**src/rtl/img_pkg.sv**
```systemverilog
// Shared image geometry and type definitions for the frame BRAM arbiter.
//
// Contents:
//   IMG_W, IMG_H, PIX_COUNT : default frame geometry (130 x 130 = 16900 pixels)
//   arb_state_t             : frame phase, LOAD (pixel stream in) or PROC (read-only)
//   owner_t                 : which port drives the BRAM in the current cycle
package img_pkg;

    localparam int unsigned IMG_W     = 130;
    localparam int unsigned IMG_H     = 130;
    localparam int unsigned PIX_COUNT = IMG_W * IMG_H;

    typedef enum logic {
        LOAD = 1'b0,
        PROC = 1'b1
    } arb_state_t;

    typedef enum logic [1:0] {
        OWN_NONE = 2'd0,
        OWN_WR   = 2'd1,
        OWN_RD0  = 2'd2,
        OWN_RD1  = 2'd3
    } owner_t;

endpackage

```
**src/rtl/rr_arbiter2.sv**
```systemverilog
// Two-requester round-robin arbiter with a registered last-grant pointer.
//
// Ports:
//   clk     in   clock, rising edge
//   reset   in   asynchronous active-low reset; pointer returns to "req[1] last"
//   enable  in   arbitration enabled; when low no grant is issued and the pointer
//                is parked at "req[1] last" so req[0] wins the next tie
//   req     in   [1:0] request vector
//   gnt     out  [1:0] one-hot grant, combinational from req and the pointer
module rr_arbiter2 (
    input  logic       clk,
    input  logic       reset,
    input  logic       enable,
    input  logic [1:0] req,
    output logic [1:0] gnt
);

    // 1: req[1] was granted last (so req[0] wins a tie), 0: req[0] was granted last.
    logic last_q, last_d;

    always_comb begin
        gnt = 2'b00;
        if (enable) begin
            unique case (req)
                2'b01:   gnt = 2'b01;
                2'b10:   gnt = 2'b10;
                2'b11:   gnt = last_q ? 2'b01 : 2'b10;
                default: gnt = 2'b00;
            endcase
        end
    end

    always_comb begin
        last_d = last_q;
        if (!enable) begin
            last_d = 1'b1;
        end else if (gnt[0]) begin
            last_d = 1'b0;
        end else if (gnt[1]) begin
            last_d = 1'b1;
        end
    end

    always_ff @(posedge clk or negedge reset) begin
        if (!reset) begin
            last_q <= 1'b1;
        end else begin
            last_q <= last_d;
        end
    end

endmodule

```
**src/rtl/bram_frame_arbiter.sv**
```systemverilog
// Owner of the single-port frame BRAM. A frame is first streamed in raster order
// (LOAD), then the BRAM becomes read-only and is shared round-robin between the
// window controller (rd0) and the host readback port (rd1) (PROC). frame_done
// returns the block to LOAD for the next frame.
//
// Ports:
//   clk, reset                 clock (rising edge) and async active-low reset
//   wr_req/wr_data/wr_gnt      pixel stream input; wr_gnt accepts a pixel this cycle
//   rd0_req/rd0_addr/rd0_gnt   window controller read request and same-cycle grant
//   rd0_valid/rd0_data         read return one cycle after rd0_gnt
//   rd1_*                      same for the readback port
//   frame_done                 one-cycle pulse ending PROC
//   done_recieving             high for the whole PROC phase
//   bram_en/we/addr/wdata      BRAM drive, combinational from the winning port
//   bram_rdata                 BRAM read data, 1-cycle synchronous latency
module bram_frame_arbiter #(
    parameter int unsigned IMG_W  = img_pkg::IMG_W,
    parameter int unsigned IMG_H  = img_pkg::IMG_H,
    parameter int unsigned DATA_W = 8,
    parameter int unsigned ADDR_W = 15
) (
    input  logic              clk,
    input  logic              reset,
    input  logic              wr_req,
    input  logic [DATA_W-1:0] wr_data,
    output logic              wr_gnt,
    input  logic              rd0_req,
    input  logic [ADDR_W-1:0] rd0_addr,
    output logic              rd0_gnt,
    output logic              rd0_valid,
    output logic [DATA_W-1:0] rd0_data,
    input  logic              rd1_req,
    input  logic [ADDR_W-1:0] rd1_addr,
    output logic              rd1_gnt,
    output logic              rd1_valid,
    output logic [DATA_W-1:0] rd1_data,
    input  logic              frame_done,
    output logic              done_recieving,
    output logic              bram_en,
    output logic              bram_we,
    output logic [ADDR_W-1:0] bram_addr,
    output logic [DATA_W-1:0] bram_wdata,
    input  logic [DATA_W-1:0] bram_rdata
);

    localparam int unsigned       PixCount = IMG_W * IMG_H;
    localparam logic [ADDR_W-1:0] LastPix  = ADDR_W'(PixCount - 1);

    img_pkg::arb_state_t state_q, state_d;
    logic [ADDR_W-1:0]   wr_cnt_q, wr_cnt_d;
    logic                rd0_valid_q, rd1_valid_q;
    logic                arb_en;
    logic [1:0]          rd_gnt;
    img_pkg::owner_t     owner;

    // The arbiter only runs in PROC. Holding it disabled through LOAD parks its
    // pointer at "rd1 last", so every PROC phase starts with rd0 winning a tie.
    assign arb_en = reset && (state_q == img_pkg::PROC);

    rr_arbiter2 u_rr_arbiter2 (
        .clk    (clk),
        .reset  (reset),
        .enable (arb_en),
        .req    ({rd1_req, rd0_req}),
        .gnt    (rd_gnt)
    );

    // ---------------------------------------------------------------------
    // State register
    // ---------------------------------------------------------------------
    always_ff @(posedge clk or negedge reset) begin
        if (!reset) begin
            state_q <= img_pkg::LOAD;
        end else begin
            state_q <= state_d;
        end
    end

    // ---------------------------------------------------------------------
    // Next-state logic
    // ---------------------------------------------------------------------
    always_comb begin
        state_d  = state_q;
        wr_cnt_d = wr_cnt_q;
        unique case (state_q)
            img_pkg::LOAD: begin
                if (wr_gnt) begin
                    if (wr_cnt_q == LastPix) begin
                        state_d  = img_pkg::PROC;
                        wr_cnt_d = '0;
                    end else begin
                        wr_cnt_d = wr_cnt_q + 1'b1;
                    end
                end
            end
            img_pkg::PROC: begin
                if (frame_done) begin
                    state_d = img_pkg::LOAD;
                end
            end
            default: state_d = img_pkg::LOAD;
        endcase
    end

    // ---------------------------------------------------------------------
    // Output logic: pick the port that owns the BRAM this cycle
    // ---------------------------------------------------------------------
    always_comb begin
        owner = img_pkg::OWN_NONE;
        if (reset) begin
            unique case (state_q)
                img_pkg::LOAD: begin
                    if (wr_req) begin
                        owner = img_pkg::OWN_WR;
                    end
                end
                img_pkg::PROC: begin
                    if (rd_gnt[0]) begin
                        owner = img_pkg::OWN_RD0;
                    end else if (rd_gnt[1]) begin
                        owner = img_pkg::OWN_RD1;
                    end
                end
                default: owner = img_pkg::OWN_NONE;
            endcase
        end
    end

    assign wr_gnt         = (owner == img_pkg::OWN_WR);
    assign rd0_gnt        = (owner == img_pkg::OWN_RD0);
    assign rd1_gnt        = (owner == img_pkg::OWN_RD1);
    assign done_recieving = (state_q == img_pkg::PROC);

    always_comb begin
        bram_en    = 1'b0;
        bram_we    = 1'b0;
        bram_addr  = '0;
        bram_wdata = '0;
        unique case (owner)
            img_pkg::OWN_WR: begin
                bram_en    = 1'b1;
                bram_we    = 1'b1;
                bram_addr  = wr_cnt_q;
                bram_wdata = wr_data;
            end
            img_pkg::OWN_RD0: begin
                bram_en   = 1'b1;
                bram_addr = rd0_addr;
            end
            img_pkg::OWN_RD1: begin
                bram_en   = 1'b1;
                bram_addr = rd1_addr;
            end
            default: begin
                bram_en = 1'b0;
            end
        endcase
    end

    // ---------------------------------------------------------------------
    // Write counter and read-return tags
    // ---------------------------------------------------------------------
    always_ff @(posedge clk or negedge reset) begin
        if (!reset) begin
            wr_cnt_q    <= '0;
            rd0_valid_q <= 1'b0;
            rd1_valid_q <= 1'b0;
        end else begin
            wr_cnt_q    <= wr_cnt_d;
            rd0_valid_q <= rd0_gnt;
            rd1_valid_q <= rd1_gnt;
        end
    end

    // Read data is only presented to the port whose read is returning.
    assign rd0_valid = rd0_valid_q;
    assign rd1_valid = rd1_valid_q;
    assign rd0_data  = rd0_valid_q ? bram_rdata : '0;
    assign rd1_data  = rd1_valid_q ? bram_rdata : '0;

endmodule

```
**config.mk**
```make
export PLATFORM = sky130hd
export DESIGN_NAME = bram_frame_arbiter
export DESIGN_NICKNAME = d
export VERILOG_FILES = /design/src/rtl/img_pkg.sv /design/src/rtl/rr_arbiter2.sv /design/src/rtl/bram_frame_arbiter.sv
export SDC_FILE = /design/constraint.sdc
export NUM_CORES = 1
export LEC_CHECK = 0
export BUFFER_PORTS_ARGS = -buffer_cell sky130_fd_sc_hd__buf_4
export CORE_MARGIN = 3
export CORE_UTILIZATION = 36
export DETAILED_ROUTE_END_ITERATION = 10
export PLACE_DENSITY = 0.77
export SLEW_MARGIN = 20
export SYNTH_ARGS = -nofsm -noshare
export SYNTH_HDL_FRONTEND = slang
export SYNTH_SLANG_ARGS = --single-unit
export TNS_END_PERCENT = 10
```
**constraint.sdc**
```tcl
create_clock -name clk -period 1.9 [get_ports clk]
set_clock_uncertainty 0.05 [all_clocks]
set_input_delay 0.095 -clock clk [delete_from_list [all_inputs] [get_ports clk]]
set_output_delay 0.095 -clock clk [all_outputs]
set_load 0.02 [all_outputs]
```
==> parameters.txt, run 1 <==
Parameter                              Value

Outcome
  Run status ... finished, final reports clean

Logic synthesis
  Number of nets produced by synthesis ... 203
  Cell type contributing the most total cell area after synthesis ... dfrtp_1
  Sequential fraction of the synthesis area ... 0.3685
  Synthesized cell area ... 1294 um^2
  Cells after synthesis ... 150
  Area fraction of the dominant cell type after synthesis ... 0.3482
  Share of synthesized registers carrying an async set or reset ... 1.000
  Number of enable-type register cells in the synthesized netlist ... 0
  Main synth FF type ... dfrtp_1
  Synth area leaders ... dfrtp_1, and2_1, a222oi_1
  Synth unique cells ... 35
  Number of warnings printed during yosys synthesis ... 0
  Most used standard cells in the synthesized netlist ... and2_1, dfrtp_1, inv_1
  Most instantiated library cell after synthesis ... and2_1
  Average size of a mapped cell ... 8.625 um^2
  Seq cells post-synth ... 19

Floorplanning
  Core region area ... 3390 um^2
  Number of ports placed on the die boundary ... 99
  Starting utilization of the core area ... 0.3817
  Die height ... 65.95 um
  Standard-cell row count ... 21
  Width of the die ... 65.95 um
  Area of the die ... 4349 um^2

Clocking
  CTS H-Tree Depth ... 1
  CTS tree ... yes
  Number of buffers created by CTS ... 3
  Sink count of the clock tree ... 19
  Number of buffers on the longest clock path ... 2
  Clock latency of the later-clocked register in the worst-skew pair ... 300 ps
  Clock-pin slew on the worst setup and hold paths ... 110 ps
  Clock root buffer ... clkbuf_4

STA
  Setup TNS ... 0 ps
  Max transition margin ... 0.7729
  Count of endpoints failing hold in the final timing report ... 0
  Count of pins over their slew limit ... 0
  Fin crit period ... 1862 ps
  F_max ... 537.0 MHz
  Worst hold-check slack ... 115.4 ps
  Period utilization ... 0.9801
  Worst slew pin tran ... 340.6 ps
  Unrepaired setup endpoints after global routing ... true
  Number of setup violations in the final report ... 0

GRT
  Total grt overflow ... 0
  First-pass GRT wire length ... 7031 um
  Vias in the first global route ... 1,570
  Antenna violations before repair ... 0
  Global-route usage over all layers ... 0.2097
  Maximum number of pins on one net before global-route repair ... 17

Critical path
  Arrival @ worst endpoint ... 1720 ps
  Required time of the critical path ... 1750 ps
  Biggest fanout along the worst timing path ... 7
  Worst Setup Path Type ... reg -> out
  Slowest library cell on the worst path ... dfstp_2
  Cells along the critical path ... a21oi_4, buf_4, a222oi_1, inv_1, buf_6
  Critical path startpoint category ... register
  CP endpoint kind ... output port
  Largest stage delay, worst path ... 600 ps

Finish
  Area growth from synthesis to layout ... 81.53%
  Final Core Density ... 0.6929
  Ant diodes ... 0
  Share of cells above drive strength 1 ... 0.5037
  Filler-free cell count of the finished design ... 316
  Net count reported at finish ... 324

Detailed routing
  Total wire length after detailed routing ... 4614 um
  DRC violations left ... 0
  Routed len/inst ... 14.60 um
  Via count ... 1,634
  First DRT Iteration DRCs ... 101
  Number of optimization iterations in the first detailed-route pass ... 4
  Vias/cell ... 5.171
  Count of nets left with antenna violations after detail routing ... 0

Power
  Reported leakage power ... 0.001275 uW
  Power per Cell Area ... 486.5 nW/um^2
  Worst vdd rail ir drop ... 0.0003700 V

Place
  Number of buffers inserted by port buffering ... 98
  Half-perimeter wire length of the detailed placement result ... 3521 um
  Number of cells after detailed placement ... 304
  Final weighted congestion in routability-driven placement ... 0.8528

Job
  Number of max-capacitance violations reported ... 0

Hold path
  Hold crit path type ... in -> reg
## sequential cells by signal, summed over array words and instances, names as in the netlist
name                  cells
wr_cnt_q                 15
done_recieving            1
rd0_valid                 1
rd1_valid                 1
u_rr_arbiter2.last_q      1
## stage by stage
| step | setup slack [ps] | cell area (um^2) | power [uW] |
|---|---|---|---|
| after CTS | 6.230 | 2296 | 1142 |
| after detailed placement | 116.9 | 2191 | 925.0 |
| after global routing | -88.93 | 2349 | 1216 |
| after floorplan | 18.10 | 1294 | 684.1 |
| after global placement | 168.1 | 2191 | 913.7 |
| final | 37.74 | 2349 | 1143 |
## final cells by class
type | count | area, um^2
fill | 271 | 1041
timing repair buffer | 124 | 963.4
multi-input combinational | 106 | 753.2
sequential | 19 | 478.0
inverter | 17 | 68.82
tap | 46 | 57.56
clock buffer | 3 | 22.52
clock inverter | 1 | 5.005
## final timing paths
kind,from,to,slack (ps),depth (start not counted)
max,u_rr_arbiter2.last_q,bram_addr[1],40,5
min,rd0_req,rd1_valid,120,3
max reg2reg,done_recieving,wr_cnt_q[14],60,4
min reg2reg,wr_cnt_q[4],wr_cnt_q[4],490,1
max in group asynchronous,reset,wr_cnt_q[8],1120,3
min in group asynchronous,reset,wr_cnt_q[4],200,2
## report_power, final
part	switching, uW	internal, uW	leakage, uW	total, uW
clock network	130	78.6	0.0000177	209
registers	40.2	456	0.000248	496
logic	208	230	0.00101	438
total	379	764	0.00128	1140
## critical path, delay by kind of cell (launching register included)
kind,cells,cell delay (ps)
flip-flops,1,600
AO/OA/AOI/OAI,2,440
buffers and inverters,3,380
## routing by layer
metal / track usage / part of all wire / vias up
li1: - / - / 783
met2: 0.3492 / 0.46 / 112
met3: 0.05272 / 0.14 / 5
met5: 0 / 0 / -
met1: 0.2643 / 0.39 / 734
met4: 0.06853 / 0.013 / 0
## cells in the final DEF (no fill, tap or decap), types with 2 or more instances in the layout
master         instances
a22oi_1                3
buf_6                  8
nand2_1                9
xor2_1                 3
nand3_1                4
a31oi_1                2
xnor2_1                8
and2_1                24
buf_4                113
nor2_1                 8
inv_1                 16
a21oi_1                2
dfrtp_1               17
a222oi_1              12
clkbuf_4               3
nand4_1                8
dlygate4sd3_1          2
o21ai_0                4
## cells by family (layout without fill, tap and decap cells)
logic type | count (synthesis) | in the layout | synth area share
AOI/OAI and AO/OA | 28 | 28 | 0.1683
xor gates and xnor gates | 11 | 11 | 0.07447
adders and majority gates | 1 | 1 | 0.009670
buffers and inverters | 25 | 145 | 0.07736
DFF | 19 | 19 | 0.3685
and+or+nand+nor | 66 | 66 | 0.3018
## what timing repair did
action / CTS / global route
pin swaps: 4 / 7
gates resized for setup: 10 / 8
hold buffers: 2 / 0
cloned: 1 / 0
setup buffers: 3 / 3
hold endpoints to repair: 20 / 0
setup endpoints to repair: 16 / 15
No activity file was read; power rests on OpenSTA's default activity.
==> inputs of run 2 (changes only) <==
ABC_AREA = 1   (was not set)
CORE_UTILIZATION = 39   (was 36)
==> parameters.txt, run 2 <==
Parameter                              Value

Outcome
  Run status ... finished, final reports clean

Floorplanning
  Die height ... 69.28 um
  Starting utilization of the core area ... 0.4141
  Number of ports placed on the die boundary ... 99
  Width of the die ... 69.28 um
  Core region area ... 3771 um^2
  Area of the die ... 4799 um^2
  Standard-cell row count ... 22

Place
  Number of cells after detailed placement ... 387
  Final weighted congestion in routability-driven placement ... 0.8391
  Half-perimeter wire length of the detailed placement result ... 3864 um
  Number of buffers inserted by port buffering ... 98
  Worst slack after detailed placement ... 387.4 ps

Detailed routing
  Routed length on met2 ... 2236 um
  DRC violations left ... 0
  Wire length on met3 ... 428 um
  Via count ... 1,942
  Total wire length after detailed routing ... 4872 um
  Count of nets left with antenna violations after detail routing ... 0
  Highest metal used ... met4
  First DRT Iteration DRCs ... 53
  Number of optimization iterations in the first detailed-route pass ... 4
  WL met1 ... 2153 um
  Vias/cell ... 4.929
  Routed len/inst ... 12.37 um

Power
  Power per Cell Area ... 573.3 nW/um^2
  Reported leakage power ... 0.001390 uW
  Power spent charging and discharging nets ... 534.9 uW
  Post-layout total power ... 1382 uW
  Combinational share of power ... 0.386
  Cell internal power dissipation ... 847.4 uW
  Worst vdd rail ir drop ... 0.0003135 V
  Part of the power in registers ... 0.407
  Proportion of power drawn by the clock network ... 0.208
  Sw Share ... 0.3870

Clocking
  Setup bufs post-CTS ... 0
  CTS tree ... yes
  Clock-pin slew on the worst setup and hold paths ... 70 ps
  Clock latency of the later-clocked register in the worst-skew pair ... 260 ps
  Sink count of the clock tree ... 19
  Number of buffers created by CTS ... 3
  CTS H-Tree Depth ... 1
  Clock root buffer ... clkbuf_8
  Number of buffers on the longest clock path ... 2

Finish
  Flip-flop count of the largest register, all copies and words added ... 15
  Most common library cell in the layout ignoring fill and taps ... buf_4
  Leading cell types in the layout, fill and taps excluded ... buf_4, nand2_1, inv_1
  Most flops, register ... wr_cnt_q
  Area growth from synthesis to layout ... 54.41%
  Share of cells above drive strength 1 ... 0.3439
  Ant diodes ... 0
  Filler-free cell count of the finished design ... 394
  Net count reported at finish ... 400

Logic synthesis
  Number of nets produced by synthesis ... 300
  Synthesized cell area ... 1561 um^2
  Share of synthesized registers carrying an async set or reset ... 1.000
  Area fraction of the dominant cell type after synthesis ... 0.2885
  Synth area leaders ... dfrtp_1, nand2_1, inv_1
  Number of warnings printed during yosys synthesis ... 0
  Sequential fraction of the synthesis area ... 0.3053
  Most instantiated library cell after synthesis ... nand2_1
  Main synth FF type ... dfrtp_1
  Synth unique cells ... 26
  Seq cells post-synth ... 19
  Average size of a mapped cell ... 6.322 um^2
  Number of enable-type register cells in the synthesized netlist ... 0
  Cells after synthesis ... 247
  Most used standard cells in the synthesized netlist ... nand2_1, inv_1, nor2_1
  Cell type contributing the most total cell area after synthesis ... dfrtp_1

Critical path
  Launching point of the worst reg2reg path ... wr_cnt_q[0]
  CP endpoint kind ... output port
  Count of cells along the worst register-to-register path ... 8
  Critical path startpoint category ... register
  Worst Setup Path Type ... reg -> out
  Biggest fanout along the worst timing path ... 17
  Worst-case register-to-register setup slack ... 440 ps
  Arrival @ worst endpoint ... 1600 ps
  Worst R2R End ... wr_cnt_q[10]
  Required time of the critical path ... 1750 ps

GRT
  Total grt overflow ... 0
  Antenna violations before repair ... 0
  Maximum number of pins on one net before global-route repair ... 27
  Global-route usage over all layers ... 0.2025
  First-pass GRT wire length ... 8217 um
  Vias in the first global route ... 1,859

Hold path
  Launch instance of the worst min-delay path ... rd1_req
  Count of cells along the worst hold path ... 3
  Hold Path End ... u_rr_arbiter2.last_q
  Hold crit path type ... in -> reg

STA
  Post-route setup slack ... 154.3 ps
  Period utilization ... 0.9188
  Setup TNS ... 0 ps
  Number of setup violations in the final report ... 0
  F_max ... 572.8 MHz
  Count of pins over their slew limit ... 0
  Worst slew pin tran ... 299.2 ps
  Unrepaired setup endpoints after global routing ... false
  Max transition margin ... 0.8005
  Count of endpoints failing hold in the final timing report ... 0
  Fin crit period ... 1746 ps
  Worst hold-check slack ... 62.36 ps

Job
  Number of max-capacitance violations reported ... 0
run 2: worst max-delay path by stage:
stage | start | endpoint
2_1_floorplan | done_recieving | bram_addr[1]
3_3_place_gp | u_rr_arbiter2.last_q | bram_addr[10]
3_5_place_dp | u_rr_arbiter2.last_q | bram_addr[9]
4_1_cts | u_rr_arbiter2.last_q | bram_addr[9]
5_1_grt | u_rr_arbiter2.last_q | bram_addr[9]
6_report | u_rr_arbiter2.last_q | bram_addr[9]
run 2: timing repair:
item,CTS,global route
resized for setup,0,4
hold endpoints to repair,21,0
hold buffers,3,0
endpoints found under the setup margin,0,10
run 2: logic make-up after synthesis:
| group | Yosys count | share of synthesized area |
|---|---|---|
| simple gates | 135 | 0.3910 |
| buf+inv | 62 | 0.1611 |
| flops | 19 | 0.3053 |
| xor+xnor | 6 | 0.03365 |
| compound gates | 24 | 0.1010 |
| fa+ha+maj | 1 | 0.008012 |
run 2: per-stage QoR:
step	utilization	cell area [um^2]
2_1_floorplan	-	1562
3_3_place_gp	0.6178	2330
3_5_place_dp	0.6178	2330
4_1_cts	0.6380	2406
5_1_grt	0.6394	2411
6_report	0.6394	2411
run 2: routing by layer:
metal  vias to the layer above  GRT usage
met5                         -          0
met4                         0    0.06941
met3                         5    0.05072
met2                        89     0.3379
met1                       886     0.2529
li1                        962          -
run 2: cell type report:
class,instances,area (um^2)
flip-flops and latches,19,476.7
well taps,48,60.06
clock buffers,3,41.29
multi-input cells,166,833.3
inverters,53,206.4
fillers,356,1360
repair buffers,104,788.3
clock inverters,1,5.005
run 2: worst max-delay path: stages (launching register included):
cell	delay (ps)
dfstp_2	530
inv_1	50
nand2_1	70
nand3_1	140
inv_4	190
nand2_1	80
o211ai_1	100
buf_4	170
run 2: power groups by stage:
stage | Sequential, uW | Clock [uW] | Combinational (uW)
CTS | 562 | 296 | 535
global placement | 566 | 0 | 517
floorplan | 547 | 0 | 318
detailed placement | 570 | 0 | 527
finish | 562 | 287 | 533
global route | 575 | 309 | 594
